$ cat src/rtl/instr_fetch_unit_pkg.sv
// Shared ISA definitions: instruction field layout and opcode constants
// used by the fetch unit and the pipeline decode stages.
package instr_fetch_unit_pkg;

    localparam int OPCODE_W = 6;
    localparam int REG_W    = 5;
    localparam int FUNCT_W  = 6;
    localparam int IMM_W    = 16;

    localparam int OPCODE_LSB = 26;
    localparam int RD_LSB     = 21;
    localparam int RS_LSB     = 16;
    localparam int RT_LSB     = 11;
    localparam int SA_LSB     = 6;
    localparam int FUNCT_LSB  = 0;
    localparam int IMM_LSB    = 0;

    localparam logic [OPCODE_W-1:0] OP_RTYPE = 6'h00;

    typedef struct packed {
        logic [OPCODE_W-1:0] opcode;
        logic [REG_W-1:0]    rd;
        logic [REG_W-1:0]    rs;
        logic [REG_W-1:0]    rt;
        logic [REG_W-1:0]    sa;
        logic [FUNCT_W-1:0]  funct;
    } fields_t;

    function automatic fields_t decode(input logic [31:0] word);
        fields_t f;
        f.opcode = word[OPCODE_LSB +: OPCODE_W];
        f.rd     = word[RD_LSB +: REG_W];
        f.rs     = word[RS_LSB +: REG_W];
        f.rt     = word[RT_LSB +: REG_W];
        f.sa     = word[SA_LSB +: REG_W];
        f.funct  = word[FUNCT_LSB +: FUNCT_W];
        return f;
    endfunction

endpackage

$ cat src/rtl/instr_fetch_unit_ram.sv
// Instruction memory: one sync write port, one sync read port.
// Reads sample the array before a same-edge write lands.
module instr_ram #(
    parameter int DATA_W = 32,
    parameter int DEPTH  = 16,
    parameter int ADDR_W = $clog2(DEPTH)
) (
    input  logic              clk,
    input  logic              rst_n,
    input  logic              we,
    input  logic [ADDR_W-1:0] waddr,
    input  logic [DATA_W-1:0] wdata,
    input  logic              re,
    input  logic [ADDR_W-1:0] raddr,
    output logic [DATA_W-1:0] rdata
);

    logic [DATA_W-1:0] mem [DEPTH];

    // Array has no reset so loaded programs survive rst_n.
    always_ff @(posedge clk) begin
        if (we) begin
            mem[waddr] <= wdata;
        end
    end

    always_ff @(posedge clk or negedge rst_n) begin
        if (!rst_n) begin
            rdata <= '0;
        end else if (re) begin
            rdata <= mem[raddr];
        end
    end

endmodule

$ cat src/rtl/instr_fetch_unit.sv
// Instruction fetch: PC, program-loadable instruction RAM, registered
// fetched word with its PC and combinational field decode.
module instr_fetch_unit
    import instr_fetch_unit_pkg::*;
#(
    parameter int DATA_W = 32,
    parameter int DEPTH  = 16,
    parameter int ADDR_W = $clog2(DEPTH)
) (
    input  logic              clk,
    input  logic              rst_n,
    input  logic              fetch_en,
    input  logic              stall,
    input  logic              br_valid,
    input  logic [ADDR_W-1:0] br_target,
    input  logic              ld_we,
    input  logic [ADDR_W-1:0] ld_addr,
    input  logic [DATA_W-1:0] ld_data,
    output logic [DATA_W-1:0] instr,
    output logic [ADDR_W-1:0] instr_pc,
    output logic              instr_valid,
    output logic [5:0]        opcode,
    output logic [4:0]        rd,
    output logic [4:0]        rs,
    output logic [4:0]        rt,
    output logic [4:0]        sa,
    output logic [5:0]        funct,
    output logic [15:0]       imm,
    output logic              is_rtype
);

    logic [ADDR_W-1:0] pc;
    logic              advance;
    fields_t           f;

    assign advance = fetch_en & ~stall & ~br_valid;

    instr_ram #(
        .DATA_W(DATA_W),
        .DEPTH (DEPTH),
        .ADDR_W(ADDR_W)
    ) u_ram (
        .clk  (clk),
        .rst_n(rst_n),
        .we   (ld_we),
        .waddr(ld_addr),
        .wdata(ld_data),
        .re   (advance),
        .raddr(pc),
        .rdata(instr)
    );

    // Redirect wins over stall/enable; instr and instr_pc keep the old word.
    always_ff @(posedge clk or negedge rst_n) begin
        if (!rst_n) begin
            pc          <= '0;
            instr_pc    <= '0;
            instr_valid <= 1'b0;
        end else if (br_valid) begin
            pc          <= br_target;
            instr_valid <= 1'b0;
        end else if (advance) begin
            pc          <= pc + ADDR_W'(1);
            instr_pc    <= pc;
            instr_valid <= 1'b1;
        end
    end

    assign f        = decode(instr[31:0]);
    assign opcode   = f.opcode;
    assign rd       = f.rd;
    assign rs       = f.rs;
    assign rt       = f.rt;
    assign sa       = f.sa;
    assign funct    = f.funct;
    assign imm      = instr[IMM_LSB +: IMM_W];
    assign is_rtype = (f.opcode == OP_RTYPE);

endmodule
$ cat config.mk
export PLATFORM = sky130hd
export DESIGN_NAME = instr_fetch_unit
export DESIGN_NICKNAME = d
export VERILOG_FILES = /design/src/rtl/instr_fetch_unit_pkg.sv /design/src/rtl/instr_fetch_unit_ram.sv /design/src/rtl/instr_fetch_unit.sv
export SDC_FILE = /design/constraint.sdc
export NUM_CORES = 1
export LEC_CHECK = 0
export ABC_AREA = 1
export BUFFER_PORTS_ARGS = -buffer_cell sky130_fd_sc_hd__buf_2
export CAP_MARGIN = 30
export CORE_MARGIN = 5
export CORE_UTILIZATION = 25
export DETAILED_ROUTE_END_ITERATION = 10
export PLACE_DENSITY_LB_ADDON = 0.15
export SYNTH_ARGS = -nofsm -noshare
export SYNTH_HDL_FRONTEND = slang
export SYNTH_SLANG_ARGS = --single-unit
export TNS_END_PERCENT = 5
$ cat constraint.sdc
create_clock -name clk -period 1.5 [get_ports clk]
set_clock_uncertainty 0.05 [all_clocks]
set_input_delay 0.225 -clock clk [delete_from_list [all_inputs] [get_ports clk]]
set_output_delay 0.225 -clock clk [all_outputs]
set_load 0.005 [all_outputs]
==> results of run 1 <==
## kinds of logic after synthesis
group                    share of synthesized area
AO/OA/AOI/OAI                              0.00264
XOR/XNOR                                  0.000386
adder cells (fa/ha/maj)                   0.000551
buffers and inverters                       0.0511
flip-flops                                   0.722
AND/OR/NAND/NOR                              0.223
## layout make-up
class	instances	area share
inverter	74	0.0105
timing repair inverter	1	0.000304
sequential	553	0.569
clock buffer	86	0.0592
multi-input combinational	1277	0.187
clock inverter	27	0.0106
timing repair buffer	308	0.112
tap	1176	0.0510
## final timing paths
path,endpoint,slack [ns],cells past startpoint
worst max-delay path,is_rtype,-0.20,3
max in group asynchronous,u_ram.rdata[3],0.64,3
min in group asynchronous,u_ram.rdata[25],0.08,2
worst min register to register,instr_pc[0],0.44,2
worst max register to register,u_ram.rdata[1],-0.13,8
worst min-delay path,pc[1],0.06,5
## registers in the layout (all words and copies together), names as in the netlist
register and cells:
instr_pc 4, instr_valid 1, u_ram.rdata 32, pc 4, u_ram.mem 512
## layer usage
layer  track usage  vias to the layer above
li1              -                     7245
met1         0.192                     7525
met2         0.235                      271
met3        0.0197                       80
met4        0.0296                        2
met5             0                        -
## worst reg2reg max path, stage by stage (launching register included)
cell,delay (ns)
dfrtp_4,0.58
buf_12,0.21
clkbuf_16,0.22
nand2_1,0.07
nand3_1,0.10
nand3_2,0.11
nand2_1,0.06
nand2_1,0.06
nand3_2,0.07
## cell usage in the layout, fill, tap and decap left out, drive strengths merged
master | netlist | routed
nor2 | 25 | 25
nand2 | 1009 | 1009
clkinv | 0 | 19
clkinvlp | 0 | 1
nand3 | 226 | 226
edfxtp | 512 | 512
clkbuf | 14 | 100
bufinv | 0 | 6
buf | 135 | 253
xnor2 | 1 | 1
a21oi | 2 | 2
dlygate4sd3 | 0 | 41
inv | 74 | 76
dfrtp | 41 | 41
and3 | 1 | 1
ha | 1 | 1
a31oi | 1 | 1
nand3b | 3 | 3
o221ai | 1 | 1
o21ai | 7 | 7
## per-stage QoR
| step | std cells | utilization | power [W] |
|---|---|---|---|
| after global routing | 3502 | 0.320 | 0.0419 |
| final | 3502 | 0.320 | 0.0400 |
| after floorplan | 2053 | - | 0.0218 |
| after global placement | 3320 | 0.285 | 0.0244 |
| after detailed placement | 3320 | 0.285 | 0.0244 |
| after CTS | 3477 | 0.313 | 0.0400 |
## power by group through the flow
stage / Combinational, W / Sequential, W / Clock, W
floorplan: 0.00368 / 0.0182 / 0
global placement: 0.00611 / 0.0183 / 0
detailed placement: 0.00607 / 0.0184 / 0
CTS: 0.00638 / 0.0180 / 0.0156
global route: 0.00760 / 0.0181 / 0.0162
finish: 0.00687 / 0.0180 / 0.0151
## timing repair
item                       4_1_cts  5_1_grt
cloned                           0       16
resized for setup               28       54
setup endpoints to repair      106      112
pin swaps                        2       15
hold buffers                    41        0
hold endpoints to repair       558        0
setup buffers                    3        9
==> impl_metrics.csv, run 1 <==
group,metric,value,unit
critical_path,worstPathCellList,"nor2_2 > and3_1 > buf_2",
critical_path,path_max_fanout,2,
routing,drc_errors,0,
clock_network,cts_tree,"built",
critical_path,cpLargestDelayFamily,"flip-flops",
global_routing,track_usage,0.139,
logic_synthesis,synth_cells,2053,
timing,finalMaxSlewViolations,0,
routing,wl_met3,2.61,mm
placed_design,gp_congestion,0.737,
critical_path,arrival,1.42,ns
routing,wl_met2,34.4,mm
timing,hold_viol,0,
timing,fin_crit_sh,1.13,
timing,fin_hold_ws,0.0565,ns
clock_network,clock_sinks,553,
timing,fmax,588,MHz
global_routing,grt_max_degree,52,
timing,rsz0062_at_grt,"true",
routing,antenna_left,0,
logic_synthesis,synth.distinct_cells,21,
logic_synthesis,synth_edf_count,512,
timing,fin_crit,1.70,ns
routing,totalWireLength,71.6,mm
routing,vias,15100,
critical_path,cpPeakStageDelay,0.43,ns
clock_network,cts.htree.levels,2,
floorplan,fp.dieW,311,um
placed_design,portBuffers,131,
routing,drt_iter0_markers,981,
clock_network,path_clk_slew,0.06,ns
timing,tns,-4.28,ns
floorplan,initial_utilization,0.252,
critical_path,slowest_stage,"dfrtp_2",
final_layout,nNetsFinal,2322,
power_and_ir_drop,power.leakage,11.4,nW
floorplan,core_region_area,0.0901,mm2
logic_synthesis,synth_flop_cell,"edfxtp_1",
logic_synthesis,synth_top_area_cell,"edfxtp_1",
routing,drt_pre_antenna_iters,5,
logic_synthesis,seq_area_frac_synth,0.722,
routing,top_layer,"met5",
run_status,outcome,"finished, violations left",
power_and_ir_drop,power.density,1390,mW/mm2
logic_synthesis,synth_area_leaders,"edfxtp_1, nand2_1, nand3_1",
timing,finalWorstSetupSlack,-0.200,ns
placed_design,dp.final_hpwl,40.7,mm
floorplan,dieArea,0.0970,mm2
floorplan,ios,132,
final_layout,fillers,9041,
final_layout,num_antenna_cells,0,
timing,relSlewSlack,0.646,
final_layout,area_growth,27.1,%
placed_design,pre_cts_slack,-0.108,ns
critical_path,endpoint_kind,"output pin",
critical_path,rr_startpoint,"pc[0]",
power_and_ir_drop,swShare,0.269,
routing,met1_length,33.3,mm
critical_path,worstSetupPathType,"reg2out",
final_layout,seq_area,0.0164,mm2
logic_synthesis,yosysMostFrequentCell,"nand2_1",
logic_synthesis,synth_top_area_share,0.677,
logic_synthesis,syn_area,0.0227,mm2
power_and_ir_drop,internal_power,0.0293,W
flow_run,cap_violations,0,
final_layout,final_area,0.0289,mm2
global_routing,antenna_found_initial,1,
hold_path,min_path_type,"in2reg",
global_routing,grt-ovfl-total,0,
logic_synthesis,syn_avg_cell_area,11.1,um2
logic_synthesis,yosys-top-cells-count,"nand2_1, edfxtp_1, nand3_1",
power_and_ir_drop,irDropWorstVdd,0.837,mV
logic_synthesis,ys_ff_latch,553,
global_routing,grt_pass1_wl,102,mm
critical_path,cp_num_buf_inv,1,
logic_synthesis,synth-async-reset-ratio,0.0741,
placed_design,place_area,0.0257,mm2
hold_path,hold_start,"fetch_en",
run_status,violations,"setup timing",
global_routing,grt_pass1_vias,14900,
timing,tightest_slew,0.531,ns
floorplan,rows,110,
timing,finalSetupViolations,48,
power_and_ir_drop,seqPwrFrac,0.451,
power_and_ir_drop,p_clk_frac,0.378,
logic_synthesis,yosysWarnings,0,
critical_path,cp-startpoint,"u_ram.rdata[30]",
final_layout,drive_above_1_share,0.186,
critical_path,startpoint_type,"register",
clock_network,numCtsBuffers,60,
final_layout,multiInputGateArea,0.00539,mm2
floorplan,die_h,311,um
clock_network,cts_root_buf,"clkbuf_16",
power_and_ir_drop,p_sw,0.0108,W
routing,post_drt_wl_per_cell,20.5,um
clock_network,clkLatencyLatePin,0.62,ns
clock_network,cts_buffer_depth,3,
routing,drt-vias-per-instance,4.32,
critical_path,cp_data_required_time,1.22,ns
logic_synthesis,syn_nets,2100,
power_and_ir_drop,combPwrFrac,0.172,
(Power assumes the default switching activity.)
==> run 2, diff against run 1 <==
--- a/config.mk
+++ b/config.mk
@@ -5,13 +5,14 @@
 export SDC_FILE = /design/constraint.sdc
 export NUM_CORES = 1
 export LEC_CHECK = 0
-export ABC_AREA = 1
 export BUFFER_PORTS_ARGS = -buffer_cell sky130_fd_sc_hd__buf_2
 export CAP_MARGIN = 30
 export CORE_MARGIN = 5
 export CORE_UTILIZATION = 25
+export CTS_BUF_LIST = sky130_fd_sc_hd__clkbuf_16
 export DETAILED_ROUTE_END_ITERATION = 10
 export PLACE_DENSITY_LB_ADDON = 0.15
+export RECOVER_POWER = 50
 export SYNTH_ARGS = -nofsm -noshare
 export SYNTH_HDL_FRONTEND = slang
 export SYNTH_SLANG_ARGS = --single-unit
==> impl_metrics.csv, run 2 <==
group,metric,value,unit
critical_path,cp_num_buf_inv,1,
routing,totalWireLength,59.1,mm
timing,relSlewSlack,0.385,
critical_path,cpLargestDelayFamily,"simple AND/OR/NAND/NOR gates",
timing,finalWorstSetupSlack,-0.542,ns
power_and_ir_drop,irDropWorstVdd,0.740,mV
logic_synthesis,syn_area,0.0216,mm2
run_status,violations,"setup timing",
timing,fin_crit_sh,1.36,
logic_synthesis,syn_avg_cell_area,20.3,um2
final_layout,area_growth,28.3,%
power_and_ir_drop,power.leakage,9.40,nW
timing,hold_viol,0,
logic_synthesis,synth_edf_count,512,
critical_path,worstSetupPathType,"reg2out",
hold_path,hold-path-cell-count,5,
final_layout,largest-register,"u_ram.mem",
global_routing,globalRouteMet2Util,0.215,
placed_design,place_area,0.0247,mm2
critical_path,arrival,1.77,ns
global_routing,grt-ovfl-total,0,
placed_design,gp_congestion,0.702,
floorplan,ios,132,
logic_synthesis,seq_area_frac_synth,0.759,
floorplan,fp.dieW,304,um
critical_path,cp_data_required_time,1.22,ns
routing,drt_pre_antenna_iters,4,
logic_synthesis,ys_ff_latch,553,
logic_synthesis,synth-async-reset-ratio,0.0741,
routing,drt-vias-per-instance,4.35,
final_layout,final_cell_mix,"edfxtp_1, mux2i_1, buf_2",
placed_design,portBuffers,131,
timing,finalSetupViolations,39,
global_routing,grt_pass1_vias,11900,
floorplan,rows,107,
global_routing,grt_max_degree,27,
critical_path,path_max_fanout,2,
logic_synthesis,synth_flop_cell,"edfxtp_1",
global_routing,top_usage_layer,"met2",
logic_synthesis,yosysWarnings,0,
final_layout,final_area,0.0277,mm2
logic_synthesis,yosysMostFrequentCell,"edfxtp_1",
final_layout,nNetsFinal,1379,
timing,fin_hold_ws,0.0647,ns
final_layout,drive_above_1_share,0.397,
hold_path,min_path_type,"in2reg",
logic_synthesis,yosys-top-cells-count,"edfxtp_1, mux2i_1, mux2_2",
placed_design,dp.final_hpwl,35.1,mm
logic_synthesis,synth.distinct_cells,36,
clock_network,clock_sinks,553,
critical_path,slowest_stage,"or4_4",
clock_network,path_clk_slew,0.06,ns
floorplan,core_region_area,0.0855,mm2
clock_network,clkLatencyLatePin,0.61,ns
critical_path,path_depth,3,
critical_path,cpPeakStageDelay,0.50,ns
clock_network,cts_tree,"built",
hold_path,hold_end,"instr_valid",
timing,finalMaxSlewViolations,0,
global_routing,grt_pass1_wl,84.7,mm
power_and_ir_drop,power.density,1350,mW/mm2
timing,rsz0062_at_grt,"true",
floorplan,initial_utilization,0.253,
logic_synthesis,syn_nets,1113,
clock_network,numCtsBuffers,66,
final_layout,fillers,8183,
routing,vias,11000,
final_layout,final_common_cell,"edfxtp_1",
routing,post_drt_wl_per_cell,23.3,um
hold_path,hold_start,"stall",
floorplan,dieArea,0.0924,mm2
flow_run,cap_violations,0,
global_routing,antenna_found_initial,3,
run_status,outcome,"finished, violations left",
global_routing,met1_usage,0.160,
critical_path,worstPathCellList,"or4_4 > nor3_2 > buf_2",
routing,drc_errors,0,
clock_network,cts_root_buf,"clkbuf_16",
clock_network,cts.htree.levels,3,
logic_synthesis,synth_top_area_cell,"edfxtp_1",
clock_network,cts_buffer_depth,3,
logic_synthesis,synth_area_leaders,"edfxtp_1, mux4_2, dfrtp_1",
floorplan,die_h,304,um
routing,drt_iter0_markers,641,
timing,fmax,490,MHz
critical_path,r2r_end,"u_ram.rdata[21]",
critical_path,r2r.worst_path.cells,6,
critical_path,endpoint_kind,"output pin",
critical_path,startpoint_type,"register",
global_routing,track_usage,0.124,
final_layout,largest_register_ffs,512,
routing,antenna_left,0,
timing,fin_crit,2.04,ns
global_routing,grt_use_met3,0.0221,
logic_synthesis,synth_top_area_share,0.711,
critical_path,reg2reg_slack,-0.36,ns
final_layout,reg_top3,"u_ram.mem x512, u_ram.rdata x32",
critical_path,rr_startpoint,"pc[0]",
timing,tightest_slew,0.922,ns
logic_synthesis,synth_cells,1066,
-- run 2: changes by cell type after synthesis, moves of 8 or more --
cell	change
a221oi_1	+13
a221oi_2	+18
buf_2	-43
buf_4	-11
inv_1	-69
mux2_2	+67
mux2i_1	+96
mux4_2	+64
nand2_1	-968
nand3_1	-225
nor2_1	-8
o211ai_1	+30
o221ai_1	+29
-- run 2: kinds of logic after synthesis --
family | after synthesis | synth area share
buf+inv | 109 | 0.0329
flops | 553 | 0.759
mux | 229 | 0.148
compound gates | 97 | 0.0425
simple gates | 74 | 0.0155
xor+xnor | 3 | 0.00122
fa+ha+maj | 1 | 0.000579
-- run 2: layout make-up --
cell class	instances	area [um2]	area share
tap	1144	1430	0.0516
multi-input combinational	404	4910	0.177
sequential	553	16400	0.592
timing repair buffer	307	2900	0.105
clock buffer	69	1730	0.0623
antenna	2	5.00	0.000180
clock inverter	53	334	0.0120
-- run 2: per-layer routing --
layer | share of wire | up-vias | wire length, um
li1 | - | 4873 | -
met1 | 0.44 | 5883 | 26000
met2 | 0.51 | 185 | 29900
met3 | 0.034 | 75 | 2010
met4 | 0.019 | 2 | 1120
met5 | 0.00015 | - | 9
-- run 2: metrics by stage --
stage               instances  power [W]  setup slack, ns  utilization  setup TNS [ns]
CTS                      2517     0.0379           -0.631        0.320          -12.99
finish                   2532     0.0375           -0.542        0.324          -10.82
global route             2531     0.0391           -0.597        0.324          -13.93
floorplan                1066     0.0205           -0.484            -         -156.68
global placement         2350     0.0223           -0.434        0.288          -51.37
detailed placement       2350     0.0223           -0.439        0.288          -53.71
-- run 2: repair_timing --
action | in CTS | in global routing
hold buffers | 39 | 0
hold endpoints to repair | 558 | 0
cloned | 2 | 4
buffers inserted | 4 | 9
pin swaps | 4 | 18
setup endpoints to repair | 79 | 80
gates resized for setup | 36 | 46
-- run 2: power by group --
part           internal (W)  switching (W)  total (W)  leakage (nW)
registers            0.0175       0.000409     0.0179          5.11
logic               0.00228        0.00224    0.00452          3.23
clock network       0.00873        0.00635     0.0151          1.05
-- run 2: worst reg2reg max path, stage by stage (launching register included) --
cell and delay (ns):
dfrtp_4 0.49, buf_12 0.16, buf_12 0.14, clkbuf_16 0.18, mux4_2 0.44, mux2i_1 0.18, o211ai_1 0.10
-- run 2: worst max-delay path by stage --
| stage | start | to | slack (ns) |
|---|---|---|---|
| final | u_ram.rdata[31] | is_rtype | -0.54 |
| after CTS | u_ram.rdata[31] | is_rtype | -0.63 |
| after floorplan | ld_addr[2] | u_ram.mem[0][0] | -0.48 |
| after global routing | u_ram.rdata[31] | is_rtype | -0.60 |
| after global placement | pc[1] | u_ram.rdata[17] | -0.43 |
| after detailed placement | pc[1] | u_ram.rdata[17] | -0.44 |
==> run 3, diff against run 2 <==
--- a/config.mk
+++ b/config.mk
@@ -5,6 +5,7 @@
 export SDC_FILE = /design/constraint.sdc
 export NUM_CORES = 1
 export LEC_CHECK = 0
+export ABC_AREA = 1
 export BUFFER_PORTS_ARGS = -buffer_cell sky130_fd_sc_hd__buf_2
 export CAP_MARGIN = 30
 export CORE_MARGIN = 5
==> constraint.sdc (replaced) <==
create_clock -name clk -period 1.5 [get_ports clk]
set_clock_uncertainty 0.05 [all_clocks]
set_input_delay 0.075 -clock clk [delete_from_list [all_inputs] [get_ports clk]]
set_output_delay 0.075 -clock clk [all_outputs]
set_load 0.005 [all_outputs]
==> impl_metrics.csv, run 3 (synthesized netlist as in run 1, its figures left out) <==
group,metric,value,unit
final_layout,nNetsFinal,2302,
critical_path,worstSetupPathType,"reg2reg",
placed_design,dp.final_hpwl,40.4,mm
routing,totalWireLength,70.1,mm
clock_network,cts.htree.levels,2,
clock_network,clock_sinks,553,
critical_path,r2r_end,"u_ram.rdata[1]",
power_and_ir_drop,combPwrFrac,0.161,
timing,finalMaxSlewViolations,0,
flow_run,cap_violations,0,
critical_path,rr_startpoint,"pc[0]",
power_and_ir_drop,finalPower,0.0396,W
placed_design,pre_cts_slack,-0.183,ns
routing,drt-vias-per-instance,4.33,
timing,tightest_slew,0.930,ns
floorplan,rows,110,
final_layout,final_cell_count_no_fill,3483,
routing,antenna_left,0,
final_layout,largest-register,"u_ram.mem",
power_and_ir_drop,power.leakage,11.2,nW
timing,rsz0062_at_grt,"true",
global_routing,grt_max_degree,48,
critical_path,r2r.worst_path.cells,9,
critical_path,worstPathCellList,"inv_12 > buf_4 > clkbuf_16 > nand2_1 > nand3_1 > nand3_1 > nand2_1 > nand2_1 > nand3_1",
routing,drt_pre_antenna_iters,6,
run_status,outcome,"finished, violations left",
floorplan,ios,132,
critical_path,startpoint_type,"register",
timing,fin_crit_sh,1.11,
clock_network,cts_root_buf,"clkbuf_16",
hold_path,min_path_type,"in2reg",
floorplan,core_region_area,0.0901,mm2
critical_path,slowest_stage,"dfrtp_4",
clock_network,numCtsBuffers,59,
global_routing,grt_pass1_wl,104,mm
placed_design,gp_congestion,0.743,
floorplan,initial_utilization,0.252,
power_and_ir_drop,internal_power,0.0290,W
placed_design,placed_cells,3314,
power_and_ir_drop,power.density,1400,mW/mm2
critical_path,path_max_fanout,18,
hold_path,hold_end,"u_ram.mem[2][1]",
routing,vias,15100,
critical_path,reg2reg_slack,-0.17,ns
power_and_ir_drop,swShare,0.267,
clock_network,clkLatencyLatePin,0.62,ns
timing,tns,-3.13,ns
run_status,violations,"setup timing",
clock_network,cts_tree,"built",
final_layout,drive_above_1_share,0.155,
clock_network,path_clk_slew,0.06,ns
timing,finalWorstSetupSlack,-0.166,ns
critical_path,path_depth,9,
routing,drt_iter0_markers,1006,
placed_design,place_area,0.0256,mm2
floorplan,die_h,311,um
final_layout,largest_register_ffs,512,
critical_path,arrival,2.17,ns
power_and_ir_drop,p_clk_frac,0.384,
hold_path,hold_start,"ld_addr[1]",
floorplan,dieArea,0.0970,mm2
timing,finalSetupViolations,35,
floorplan,fp.dieW,311,um
final_layout,reg_top3,"u_ram.mem x512, u_ram.rdata x32",
critical_path,cp_data_required_time,2.00,ns
final_layout,final_cell_mix,"nand2_1, edfxtp_1, nand3_1",
global_routing,grt_pass1_vias,15100,
power_and_ir_drop,p_sw,0.0106,W
global_routing,track_usage,0.141,
final_layout,final_area,0.0283,mm2
critical_path,cp_num_buf_inv,3,
final_layout,final_common_cell,"nand2_1",
routing,drc_errors,0,
global_routing,antenna_found_initial,5,
critical_path,cpPeakStageDelay,0.60,ns
placed_design,portBuffers,131,
clock_network,cts_buffer_depth,3,
timing,fmax,600,MHz
timing,hold_viol,0,
timing,fin_crit,1.67,ns
global_routing,grt-ovfl-total,0,
routing,post_drt_wl_per_cell,20.1,um
final_layout,area_growth,24.5,%
timing,relSlewSlack,0.380,
power_and_ir_drop,irDropWorstVdd,0.680,mV
critical_path,cpLargestDelayFamily,"flip-flops",
hold_path,hold-path-cell-count,5,
critical_path,endpoint_kind,"register",
power_and_ir_drop,seqPwrFrac,0.455,
## run 3: changes by cell type in the layout (fill, tap and decap cells not counted), moves of 18 or more
cell and change:
nand2_1 +942, nand3_1 +217, mux2i_1 -94, mux2_2 -67, inv_1 +65, mux4_2 -64, o211ai_1 -30, a221oi_2 -28
nand2_2 +28, buf_4 -27, o221ai_2 -18
## run 3: worst reg2reg max path, stage by stage (launching register included)
cell,delay [ns]
dfrtp_4,0.60
inv_12,0.19
buf_4,0.17
clkbuf_16,0.17
nand2_1,0.07
nand3_1,0.06
nand3_1,0.10
nand2_1,0.08
nand2_1,0.05
nand3_1,0.09
## run 3: how the worst max path moves through the flow
| stage | startpoint | to |
|---|---|---|
| 3_5_place_dp | pc[0] | u_ram.rdata[2] |
| 2_1_floorplan | ld_addr[2] | u_ram.mem[10][0] |
| 3_3_place_gp | pc[0] | u_ram.rdata[26] |
| 4_1_cts | pc[0] | u_ram.rdata[24] |
| 6_report | pc[0] | u_ram.rdata[1] |
| 5_1_grt | pc[0] | u_ram.rdata[20] |
## run 3: power by group through the flow
stage / registers [W] / logic (W) / clock network [W]
3_3_place_gp: 0.0183 / 0.00611 / 0
4_1_cts: 0.0181 / 0.00646 / 0.0156
5_1_grt: 0.0181 / 0.00711 / 0.0162
2_1_floorplan: 0.0182 / 0.00368 / 0
3_5_place_dp: 0.0184 / 0.00607 / 0
6_report: 0.0180 / 0.00637 / 0.0152
## run 3: layer usage
layer	global-route usage	routed length, um
met5	0	13
met3	0.0183	2480
met4	0.0284	1120
met1	0.198	32700
met2	0.236	33800
## run 3: layout make-up
cell class,count,area (um2)
fillers,9130,61900
multi-input cells,1277,5360
well taps,1176,1470
repair buffers,289,2720
inverters,74,290
diodes,2,5.00
clock buffers,59,1480
flip-flops and latches,553,16400
repair inverters,1,8.76
clock inverters,52,542
## run 3: per-stage QoR
step	hold WS, ns	util
floorplan	-0.271	-
finish	0.153	0.314
detailed placement	-0.0303	0.284
CTS	0.0333	0.314
global placement	-0.0312	0.284
global route	0.179	0.314
## run 3: repair_timing
action,in CTS,in global routing
gates resized for setup,40,24
buffers inserted,5,2
pin swaps,19,3
endpoints found under the setup margin,36,35
hold endpoints to repair,558,0
hold buffers,44,0
cloned,4,3
